**src/rtl/neuron_out_layer.sv**
```systemverilog
// Output layer of the fixed-point MLP: nine parallel neurons, 2 activations in, one registered stage.
// Optional ReLU on every neuron is enabled by defining NEURON_OUT_RELU_EN.
module neuron_out_lane #(
  parameter int DW   = 20,
  parameter int FRAC = 16,
  parameter logic signed [DW-1:0] W1 = '0,
  parameter logic signed [DW-1:0] W2 = '0,
  parameter logic signed [DW-1:0] B  = '0
) (
  input  logic signed [DW-1:0] a1,
  input  logic signed [DW-1:0] a2,
  output logic        [DW-1:0] y
);
  // Two guard bits above the full product width: the three-term sum can never wrap.
  localparam int SW = 2*DW + 2;
  localparam logic signed [SW-1:0] SMAX = {{(SW-DW+1){1'b0}}, {(DW-1){1'b1}}};
  localparam logic signed [SW-1:0] SMIN = {{(SW-DW+1){1'b1}}, {(DW-1){1'b0}}};

  logic signed [2*DW-1:0] p1, p2;
  logic signed [SW-1:0]   e1, e2, eb, s;
  logic        [DW-1:0]   sat;

  assign p1 = W1 * a1;
  assign p2 = W2 * a2;
  assign e1 = $signed({{2{p1[2*DW-1]}}, p1}) >>> FRAC;
  assign e2 = $signed({{2{p2[2*DW-1]}}, p2}) >>> FRAC;
  assign eb = $signed({{(SW-DW){B[DW-1]}}, B});
  assign s  = e1 + e2 + eb;

  always_comb begin
    sat = s[DW-1:0];
    if (s > SMAX)      sat = {1'b0, {(DW-1){1'b1}}};
    else if (s < SMIN) sat = {1'b1, {(DW-1){1'b0}}};
  end

`ifdef NEURON_OUT_RELU_EN
  assign y = sat[DW-1] ? '0 : sat;
`else
  assign y = sat;
`endif
endmodule

module neuron_out_layer #(
  parameter int DW   = 20,
  parameter int FRAC = 16,
  // W_k1 = k/8, W_k2 = -k/16, packed lowest neuron first
  parameter logic [18*DW-1:0] WEIGHTS = {
    20'hF7000, 20'h12000, 20'hF8000, 20'h10000, 20'hF9000, 20'h0E000,
    20'hFA000, 20'h0C000, 20'hFB000, 20'h0A000, 20'hFC000, 20'h08000,
    20'hFD000, 20'h06000, 20'hFE000, 20'h04000, 20'hFF000, 20'h02000},
  parameter logic [9*DW-1:0]  BIASES  = '0
) (
  input  logic          clk,
  input  logic          rst,
  input  logic          in_valid,
  input  logic [DW-1:0] a2_1,
  input  logic [DW-1:0] a2_2,
  output logic          out_valid,
  output logic [DW-1:0] a3_1,
  output logic [DW-1:0] a3_2,
  output logic [DW-1:0] a3_3,
  output logic [DW-1:0] a3_4,
  output logic [DW-1:0] a3_5,
  output logic [DW-1:0] a3_6,
  output logic [DW-1:0] a3_7,
  output logic [DW-1:0] a3_8,
  output logic [DW-1:0] a3_9
);
  localparam int NUM_LANES = 9;
  localparam int STAGES    = 1;

  logic [NUM_LANES-1:0][DW-1:0] y_d, a3_q;
  logic [STAGES:0]              vld_pipe;

  for (genvar k = 0; k < NUM_LANES; k++) begin : g_lane
    neuron_out_lane #(
      .DW(DW), .FRAC(FRAC),
      .W1(WEIGHTS[(2*k)*DW +: DW]),
      .W2(WEIGHTS[(2*k+1)*DW +: DW]),
      .B (BIASES[k*DW +: DW])
    ) u_lane (
      .a1(a2_1),
      .a2(a2_2),
      .y (y_d[k])
    );
  end

  assign vld_pipe[0] = in_valid;

  always_ff @(posedge clk or posedge rst) begin
    if (rst) begin
      vld_pipe[STAGES:1] <= '0;
      a3_q               <= '0;
    end else begin
      vld_pipe[STAGES:1] <= vld_pipe[STAGES-1:0];
      // Outputs hold their last result across idle cycles.
      if (in_valid) a3_q <= y_d;
    end
  end

  assign out_valid = vld_pipe[STAGES];
  assign a3_1 = a3_q[0];
  assign a3_2 = a3_q[1];
  assign a3_3 = a3_q[2];
  assign a3_4 = a3_q[3];
  assign a3_5 = a3_q[4];
  assign a3_6 = a3_q[5];
  assign a3_7 = a3_q[6];
  assign a3_8 = a3_q[7];
  assign a3_9 = a3_q[8];
endmodule

```
**config.mk**
```make
export PLATFORM = sky130hd
export DESIGN_NAME = neuron_out_layer
export DESIGN_NICKNAME = d
export VERILOG_FILES = /design/src/rtl/neuron_out_layer.sv
export SDC_FILE = /design/constraint.sdc
export NUM_CORES = 1
export LEC_CHECK = 0
export ABC_AREA = 1
export CORE_UTILIZATION = 45
export CTS_CLUSTER_SIZE = 10
export DETAILED_ROUTE_END_ITERATION = 16
export MAX_ROUTING_LAYER = met4
export PLACE_DENSITY = 0.67
export SYNTH_ARGS = -nofsm -noshare
export SYNTH_HDL_FRONTEND = slang
export SYNTH_SLANG_ARGS = --single-unit
export TNS_END_PERCENT = 1
```
**constraint.sdc**
```tcl
create_clock -name clk -period 10 [get_ports clk]
set_clock_uncertainty 0.15 [all_clocks]
set_input_delay 1.5 -clock clk [delete_from_list [all_inputs] [get_ports clk]]
set_output_delay 1.5 -clock clk [all_outputs]
set_load 0.03 [all_outputs]
```
==> results of run 1 <==
## power breakdown
group | switching, mW | total [mW] | internal [mW] | leakage, nW
Combinational | 4.62 | 7.14 | 2.52 | 14.1
Sequential | 0.174 | 1.20 | 1.03 | 1.99
Clock | 0.394 | 0.762 | 0.369 | 0.311
Total | 5.19 | 9.11 | 3.92 | 16.4
## per-stage QoR
stage                     std cells  power, mW    util  cell area, µm²  hold slack (ps)
after floorplan                4065      6.155       -           28520            511.6
after global placement         5065      8.311  0.5060           31460            322.3
after detailed placement       5065      8.297  0.5060           31460            322.1
after CTS                      5097      9.105  0.5164           32100            344.3
after global routing           5102      9.910  0.5166           32110            375.3
final                          5102      9.107  0.5166           32110            342.6
## worst paths after layout
path                                from       end  cells past startpoint
max in group asynchronous            rst  a3_5[19]                      3
worst max-delay path             a2_2[4]  a3_9[16]                     24
min in group asynchronous            rst  a3_3[16]                      2
worst max register to register  a3_6[10]  a3_6[10]                      2
worst min register to register  a3_7[19]  a3_7[19]                      2
worst min-delay path            a3_7[19]  a3_7[19]                      2
## cells in the final DEF (no fill, tap or decap), drive strengths merged, types with 5 or more instances in the layout
cell	n
nand3	160
o211ai	16
xnor2	88
o31ai	7
nor2	365
nand2	979
nand4	78
xor2	227
ha	443
nor4	19
inv	559
o21a	7
fa	89
buf	12
a21boi	9
diode	5
a31oi	34
o21ai	161
o21bai	27
nor3	44
clkinv	7
a211oi	6
dfrtp	181
nand3b	5
a21oi	453
clkdlybuf4s50	222
clkbuf	17
a21o	20
## logic make-up (layout without fill, tap and decap cells)
group,after synthesis,after routing,synth area share
xor+xnor,315,315,0.09779
compound gates,753,753,0.1515
fa+ha+maj,532,532,0.2568
other cells,0,5,0
buf+inv,623,818,0.08787
flops,181,181,0.1588
simple gates,1661,1661,0.2472
## cell type report
class,count,area [µm²]
clock buffers,17,425.4
inverters,552,2079
well taps,837,1047
fillers,6339,30050
diodes,5,12.51
repair buffers,234,2316
flip-flops and latches,181,4529
clock inverters,15,220.2
multi-input cells,3261,21480
## flip-flops by register name, summed over array words and instances, names as in the netlist
signal / cells
a3_4: 20
a3_6: 20
a3_7: 20
a3_9: 20
a3_3: 20
a3_5: 20
a3_2: 20
out_valid: 1
a3_8: 20
a3_1: 20
## routing by layer
metal,up-vias,GRT usage,part of all wire
li1,13750,-,-
met5,-,-,0
met3,143,0.03954,0.056
met1,12960,0.4129,0.46
met4,0,0.1229,0.039
met2,809,0.4816,0.44
## critical path, delay by kind of cell
kind | cells | cell delay [ps]
and+or+nand+nor | 5 | 550
buffers and inverters | 4 | 980
xor gates and xnor gates | 1 | 220
adders and majority gates | 5 | 2110
AOI/OAI and AO/OA | 9 | 2950
==> impl_results.md, run 1 <==
* Max Buffers Root-to-Sink at 2
* Fin. Hold Viols at 0
* Top post-synthesis cells by area: ha_1 (19%), dfrtp_1 (16%), nand2_1 (12%)
* VDD IR max at about 0.00017 V
* Die Y at 253.8 µm
* Root Buffer: clkbuf_16
* Share of layout cells above drive strength 1 at 0.03944
* Clock period minus worst slack at 8127 ps
* Critical path startpoint category: input port
* Via/cell ratio at between 5 and 6
* Required @ worst endpoint at between 10000 and 15000 ps
* Syn Area/Cell at between 7 and 8 µm²
* Synth Warn # at 0
* CTS tree: done
* DRT iter0 DRCs at slightly above 2000
* Fmax at ~120 MHz
* Die Wd at roughly 250 µm
* 1st-pass router iterations at 6
* Top Ports at roughly 220
* WP data arrival at 8330 ps
* Post-Syn Area at roughly 29000 µm²
* Post-Syn Instances at between 4000 and 5000
* HPWL after detailed placement at slightly above 80 mm
* Critical path class: input port to register
* First-pass GRT wire length at 150.6 mm
* Cell taking the most area after synthesis: ha_1
* Initial antenna violation count at 5
* Detail Route Antenna Nets at 0
* Vias at 27660
* FP Rows at a little over 90
* H-Tree Depth at 4
* Largest net degree at the start of global routing at 131
* Slew Limit Fails at 0
* Clock Latency Late Sink at approximately 500 ps
* Clk slew on worst S/H paths at ~90 ps
* Wire per inst at approximately 19 µm
* Post-synthesis net count at between 4000 and 5000
* Critical path peak fanout at 19
* Worst Tran Pin Value at 904.5 ps
* Setup_tns at 0 ps
* Max stage delay on crit path at 680 ps
* CP cell instances: clkdlybuf4s50_1 > inv_1 > fa_1 > inv_1 > ha_1 > fa_1 > inv_1 > fa_1 > o21ai_0 > a21oi_1 > o21bai_1 > a21boi_0 > o21ai_0 > xor2_1 > ha_1 > a21oi_1 > a21boi_0 > nor2_1 > nor2_1 > nand4_1 > nand2_1 > nand3_1 > a21oi_2 > a21oi_1
* Register area share after synthesis at 0.1588
* Count leader, synth: nand2_1
* Final setup viols at 0
* Synth top area share at 0.1943
* GPL Wtd Cong at between 1 and 1.5
* Pleak at about 16 nW
* Routed WL at about 97 mm
* Cts repair resizes at 0
* Layout net count at 4822
* Hold WC Path Type: register to register
* Port-buffer cells at 223
* DP Worst Slack at between 1000 and 1500 ps
* CTS Buf Count at 17
* Synth cell types at 54
* RSZ-0062 raised after global routing: false
* Vias in the first global route at about 26000
* Sink Count at around 180
* Tot GR Track Use at 0.3117
* Pwr Density at 283.6 nW/µm²
* Starting density of the core at 0.4588
* Post-synth EDFFs at 0
* Most frequent cells after synthesis: nand2_1 (946), inv_1 (547), ha_1 (443)
* Core Area at ~62000 µm²
* Run status: finished, final reports clean
* FFs w/ async S/R, synth at 1.000
* Setup crit end kind: register
* Post-synthesis register bit count at 181
* Part of the cycle the worst path needs at 0.8127
* Hold-fix buffers, CTS at 0
* R2R Setup Slk at between 9000 and 10000 ps
* DRC at 0
* Worst Setup Slack, final at 1873 ps
* Area Growth Syn to Fin at 12.60%
* Die area at 64390 µm²
* Ys flop type: dfrtp_1
* Slew headroom at 0.3970
* Max-cap violations at 0
* Worst path slowest cell: a21oi_2
* Grt ovf at 0
* Setup Buffers After CTS at 0
(Power assumes the default switching activity.)
==> inputs of run 2 (changes only) <==
- clock period: 10 -> 7.7 ns (I/O delays scaled with it)
==> impl_results.md, run 2 (synthesis results as in run 1) <==
* Slew headroom at 0.3895 (-0.007433)
* Hold WC Path Type: register to register
* CTS Buf Count at 17 (unchanged)
* Max-cap violations at 0 (unchanged)
* Root Buffer: clkbuf_16
* Diode count at 0 (-5)
* Critical path class: input port to register
* Largest net degree at the start of global routing at 126 (-3.8%)
* Worst Tran Pin Value at 915.7 ps (+11.15 ps)
* Slew Limit Fails at 0 (unchanged)
* Die area at 64390 µm² (unchanged)
* Tot GR Track Use at 0.3143 (+0.002650)
* Final design area excluding fillers at 32450 µm² (+1.0%)
* VDD IR max at 0.0002177 V (+30%)
* Port-buffer cells at 223 (unchanged)
* Clock period minus worst slack at slightly below 7000 ps
* FILL cells at 6393 (+0.85%)
* Share of layout cells above drive strength 1 at 0.05036 (+0.01092)
* Critical path startpoint category: input port
* GPL Wtd Cong at 0.9801 (-4.7%)
* Setup crit end kind: register
* Part of the cycle the worst path needs at 0.9038
* Starting density of the core at 0.4588 (unchanged)
* H-Tree Depth at 4 (unchanged)
* Final core utilization at 0.5220 (+0.005374)
* Top Ports at 224 (unchanged)
* FP Rows at 91 (unchanged)
* Critical path peak fanout at 19 (unchanged)
* HPWL after detailed placement at 83.06 mm (+1.6%)
* Clk slew on worst S/H paths at 70 ps (-20 ps)
* Layout net count at 4871 (+1.0%)
* RSZ-0062 raised after global routing: false
* Worst r2r src: a3_4[3]
* Wire per inst at 19.02 µm (-0.13%)
* Required @ worst endpoint at 7930 ps (-2280 ps)
* Max Buffers Root-to-Sink at 2 (unchanged)
* Setup_tns at 0 ps (unchanged)
* Detail Route Antenna Nets at 0 (unchanged)
* Via/cell ratio at 5.438 (+0.31%)
* Die Y at 253.8 µm (unchanged)
* R2R Setup Slk at 6820 ps (-2280 ps)
* Grt ovf at 0 (unchanged)
* 1st-pass router iterations at 7 (+1)
* Vias at 27990 (+1.2%)
* Routed WL at 97.90 mm (+0.73%)
* Core Area at 62170 µm² (unchanged)
* Hold-fix buffers, CTS at 0 (unchanged)
* Initial antenna violation count at 0 (-5)
* Fin. Hold Viols at 0 (unchanged)
* Reg2reg end: a3_4[3]
* Post-DP Area at 31850 µm² (+1.2%)
* Worst setup path startpoint: a2_2[4]
* DRC at 0 (unchanged)
* Cts repair resizes at 0 (unchanged)
* Run status: finished, final reports clean
* Most common cell after layout, fill and taps aside: nand2_1
* Final setup viols at 0 (unchanged)
* Die Wd at 253.8 µm (unchanged)
* Setup Buffers After CTS at 0 (unchanged)
* First-pass GRT wire length at 152.1 mm (+1.0%)
* Area Growth Syn to Fin at 13.78%
* Worst-case reg-to-reg path depth at 2 (unchanged)
* Clock Latency Late Sink at 500 ps (about the same)
* CTS tree: done
* DRT iter0 DRCs at 2279 (+13%)
* Crit path capture: a3_9[12]
* Pwr Density at 365.7 nW/µm² (+29%)
* WP data arrival at 7190 ps (-1140 ps)
* Pleak at 16.59 nW (+1.4%)
* Most frequent cells in the layout: nand2_1 (946), inv_1 (546), ha_1 (443)
* Vias in the first global route at 26680 (+1.7%)
* Fmax at 143.7 MHz
* Sink Count at 181 (unchanged)
-- run 2: cell count changes in the layout (fill, tap and decap cells not counted), sizes merged --
cell	change
bufinv	-1
clkinv	+1
inv	-1
buf	+49
clkbuf	+1
diode	-5
-- run 2: through the flow --
| stage | setup slack (ps) | hold WS, ps | total power, mW | cells |
|---|---|---|---|---|
| 6_report | 741.0 | 342.2 | 11.87 | 5146 |
| 5_1_grt | 144.8 | 373.2 | 12.87 | 5146 |
| 4_1_cts | 779.8 | 348.2 | 11.85 | 5146 |
| 3_5_place_dp | 272.4 | 326.5 | 10.86 | 5114 |
| 3_3_place_gp | 353.8 | 325.8 | 10.87 | 5114 |
| 2_1_floorplan | 1259 | 511.6 | 7.994 | 4065 |
-- run 2: where the power goes --
group / leakage, nW / internal (mW) / total (mW) / switching, mW
clock network: 0.293 / 0.444 / 0.932 / 0.489
logic: 14.3 / 3.36 / 9.37 / 6.01
registers: 1.99 / 1.33 / 1.56 / 0.225
total: 16.6 / 5.14 / 11.9 / 6.73
-- run 2: worst max-delay path, cell delays in order --
cell and delay [ps]:
clkdlybuf4s50_1 580, inv_1 220, ha_1 370, inv_1 90, fa_1 540, inv_1 60, fa_1 470, ha_1 370
a21o_1 220, nand2_1 90, nand2_1 50, a21oi_1 240, o21bai_1 140, a21boi_0 280, o21ai_0 190, xor2_1 190
ha_1 370, a21oi_1 220, a21boi_0 360, nor2_1 80, nor2_1 180, nand4_1 100, nand2_1 100, nand3_1 80
a21oi_2 180, buf_12 170, a21oi_1 80
-- run 2: final cells by class --
cell class	instances	area [µm²]	share of cell area
clock buffers	18	439.2	0.01353
clock inverters	14	160.2	0.004936
inverters	552	2079	0.06409
multi-input cells	3261	21480	0.6621
flip-flops and latches	181	4529	0.1396
well taps	837	1047	0.03227
repair buffers	283	2709	0.08348
-- run 2: metal layers --
layer / share of wire / global-route usage
met4: 0.037 / 0.1129
met5: 0 / -
met2: 0.45 / 0.4956
met1: 0.46 / 0.4188
met3: 0.048 / 0.02960
-- run 2: worst min-delay path by stage --
stage | slack, ps | from | cells past startpoint | endpoint
2_1_floorplan | 510 | a3_1[19] | 2 | a3_1[19]
3_3_place_gp | 330 | a3_7[1] | 2 | a3_7[1]
3_5_place_dp | 330 | a3_7[19] | 2 | a3_7[19]
4_1_cts | 350 | a3_7[19] | 2 | a3_7[19]
5_1_grt | 370 | a3_9[19] | 2 | a3_9[19]
6_report | 340 | a3_9[19] | 2 | a3_9[19]
==> inputs of run 3 (changes only) <==
- REMOVE_ABC_BUFFERS: not set -> 1
==> impl_results.md, run 3 (synthesis results as in run 1) <==
* Die Wd at 253.8 µm (unchanged)
* Fin. Hold Viols at 0 (unchanged)
* WHS Endpoint: a3_2[19]
* Critical path class: input port to register
* Max stage delay on crit path at 580 ps (about the same)
* Multi-input logic area at 21480 µm² (unchanged)
* Tot Pwr at 11.74 mW (-1.1%)
* Most common cell after layout, fill and taps aside: nand2_1
* Routed WL at 95.31 mm (-2.7%)
* Final setup viols at 0 (unchanged)
* Slew headroom at 0.4116 (+0.02204)
* Post-DP Area at 31810 µm² (-0.12%)
* 1st-pass router iterations at 6 (-1)
* H-Tree Depth at 4 (unchanged)
* CTS tree: done
* Area Growth Syn to Fin at 13.70% (about the same)
* RSZ-0062 raised after global routing: false
* Worst r2r src: a3_4[9]
* Detail Route Antenna Nets at 0 (unchanged)
* Via/cell ratio at 5.376 (-1.2%)
* GPL Wtd Cong at 1.030 (+5.1%)
* Max-cap violations at 0 (unchanged)
* Die Y at 253.8 µm (unchanged)
* Core Area at 62170 µm² (unchanged)
* VDD IR max at 0.0002846 V (+31%)
* Setup_tns at 0 ps (unchanged)
* Slew Limit Fails at 0 (unchanged)
* FP Rows at 91 (unchanged)
* Wire per inst at 18.53 µm (-2.6%)
* Hold depth at 2 (unchanged)
* Max Buffers Root-to-Sink at 2 (unchanged)
* DRT iter0 DRCs at 2036 (-11%)
* Setup crit end kind: register
* Port-buffer cells at 223 (unchanged)
* Register area at 4529 µm² (unchanged)
* Final core utilization at 0.5216 (about the same)
* Setup Buffers After CTS at 0 (unchanged)
* Top Ports at 224 (unchanged)
* Critical path peak fanout at 19 (unchanged)
* Grt ovf at 0 (unchanged)
* First-pass GRT wire length at 147.6 mm (-2.9%)
* Worst Tran Pin Value at 882.6 ps (-33.06 ps)
* CTS Buf Count at 17 (unchanged)
* Hold Startpoint: a3_2[19]
* Sink Count at 181 (unchanged)
* Clk slew on worst S/H paths at 70 ps (about the same)
* Worst-case reg-to-reg path depth at 2 (unchanged)
* Part of the cycle the worst path needs at 0.8993 (-0.004485)
* DRC at 0 (unchanged)
* Hold-fix buffers, CTS at 0 (unchanged)
* Pleak at 16.57 nW (-0.13%)
* Worst Hold Slack at 334.4 ps (-7.815 ps)
* Root Buffer: clkbuf_16
* Hold WC Path Type: register to register
* Largest net degree at the start of global routing at 123 (-2.4%)
* Starting density of the core at 0.4588 (unchanged)
* Pwr Density at 362.0 nW/µm² (-1.0%)
* Run status: finished, final reports clean
* Share of layout cells above drive strength 1 at 0.04904 (-0.001324)
* Most frequent cells in the layout: nand2_1 (946), inv_1 (546), ha_1 (443)
* Initial antenna violation count at 1 (+1)
* FILL cells at 6312 (-1.3%)
* Vias at 27640 (-1.2%)
* WP data arrival at 7170 ps (-20 ps)
* Final design area excluding fillers at 32430 µm² (about the same)
* Critical path startpoint category: input port
* Die area at 64390 µm² (unchanged)
* Required @ worst endpoint at 7940 ps (about the same)
* Tot GR Track Use at 0.3059 (-0.008389)
* Worst path slowest cell: clkdlybuf4s50_1
* Cts repair resizes at 0 (unchanged)
* R2R Setup Slk at 6810 ps (about the same)
* Clock Latency Late Sink at 510 ps (about the same)
* Clock period minus worst slack at 6925 ps (-34.53 ps)
* Layout net count at 4866 (-0.10%)
* HPWL after detailed placement at 80.43 mm (-3.2%)
* Vias in the first global route at 26140 (-2.0%)
* Fmax at 144.4 MHz (+0.50%)
* Reg2reg end: a3_4[9]
==> run 3: cell types whose count changed in the layout (fill, tap and decap cells not counted), moves of 2 or more <==
cell,before,now
buf_4,58,53
bufinv_16,0,2
clkinv_8,4,2
diode_2,0,2
==> run 3: per-stage QoR <==
| stage | worst slack, ps | cells |
|---|---|---|
| detailed placement | 302.6 | 5109 |
| CTS | 837.3 | 5140 |
| floorplan | 1246 | 3994 |
| global route | 223.6 | 5141 |
| finish | 775.5 | 5142 |
| global placement | 405.4 | 5109 |
==> run 3: worst max path at each step <==
| stage | start | depth (start not counted) | slack (ps) | endpoint |
|---|---|---|---|---|
| after floorplan | a2_2[3] | 27 | 1250 | a3_9[0] |
| after global placement | a2_2[2] | 25 | 410 | a3_9[0] |
| after detailed placement | a2_2[3] | 25 | 300 | a3_9[15] |
| after CTS | a2_2[3] | 25 | 840 | a3_9[10] |
| after global routing | a2_2[2] | 31 | 220 | a3_9[2] |
| final | a2_2[3] | 25 | 780 | a3_9[2] |
==> run 3: power breakdown <==
group	switching [mW]	leakage (nW)	internal [mW]	total (mW)
Combinational	5.87	14.3	3.35	9.22
Sequential	0.218	1.99	1.33	1.55
Clock	0.480	0.294	0.491	0.970
Total	6.57	16.6	5.17	11.7
==> run 3: critical path: cells and delay by family <==
kind | cells | cell delay, ps
AO/OA/AOI/OAI | 9 | 2010
XOR/XNOR | 1 | 260
buffers and inverters | 5 | 1060
AND/OR/NAND/NOR | 5 | 550
adder cells (fa/ha/maj) | 5 | 2110
==> run 3: metal layers <==
layer  vias up  part of all wire  routed length (µm)  global-route usage
met5         -                 0                   0                   -
met3       123             0.052                4998             0.03349
met2       812              0.44               42360              0.4744
met1     12870              0.47               44790              0.4147
li1      13830                 -                   -                   -
met4         0             0.033                3148              0.1002
==> run 3: cell type report <==
cell class	count	area share
multi-input combinational	3261	0.6626
sequential	181	0.1397
timing repair buffer	278	0.08238
inverter	552	0.06413
tap	837	0.03230
clock buffer	17	0.01312
clock inverter	14	0.005672
antenna	2	0.0001543
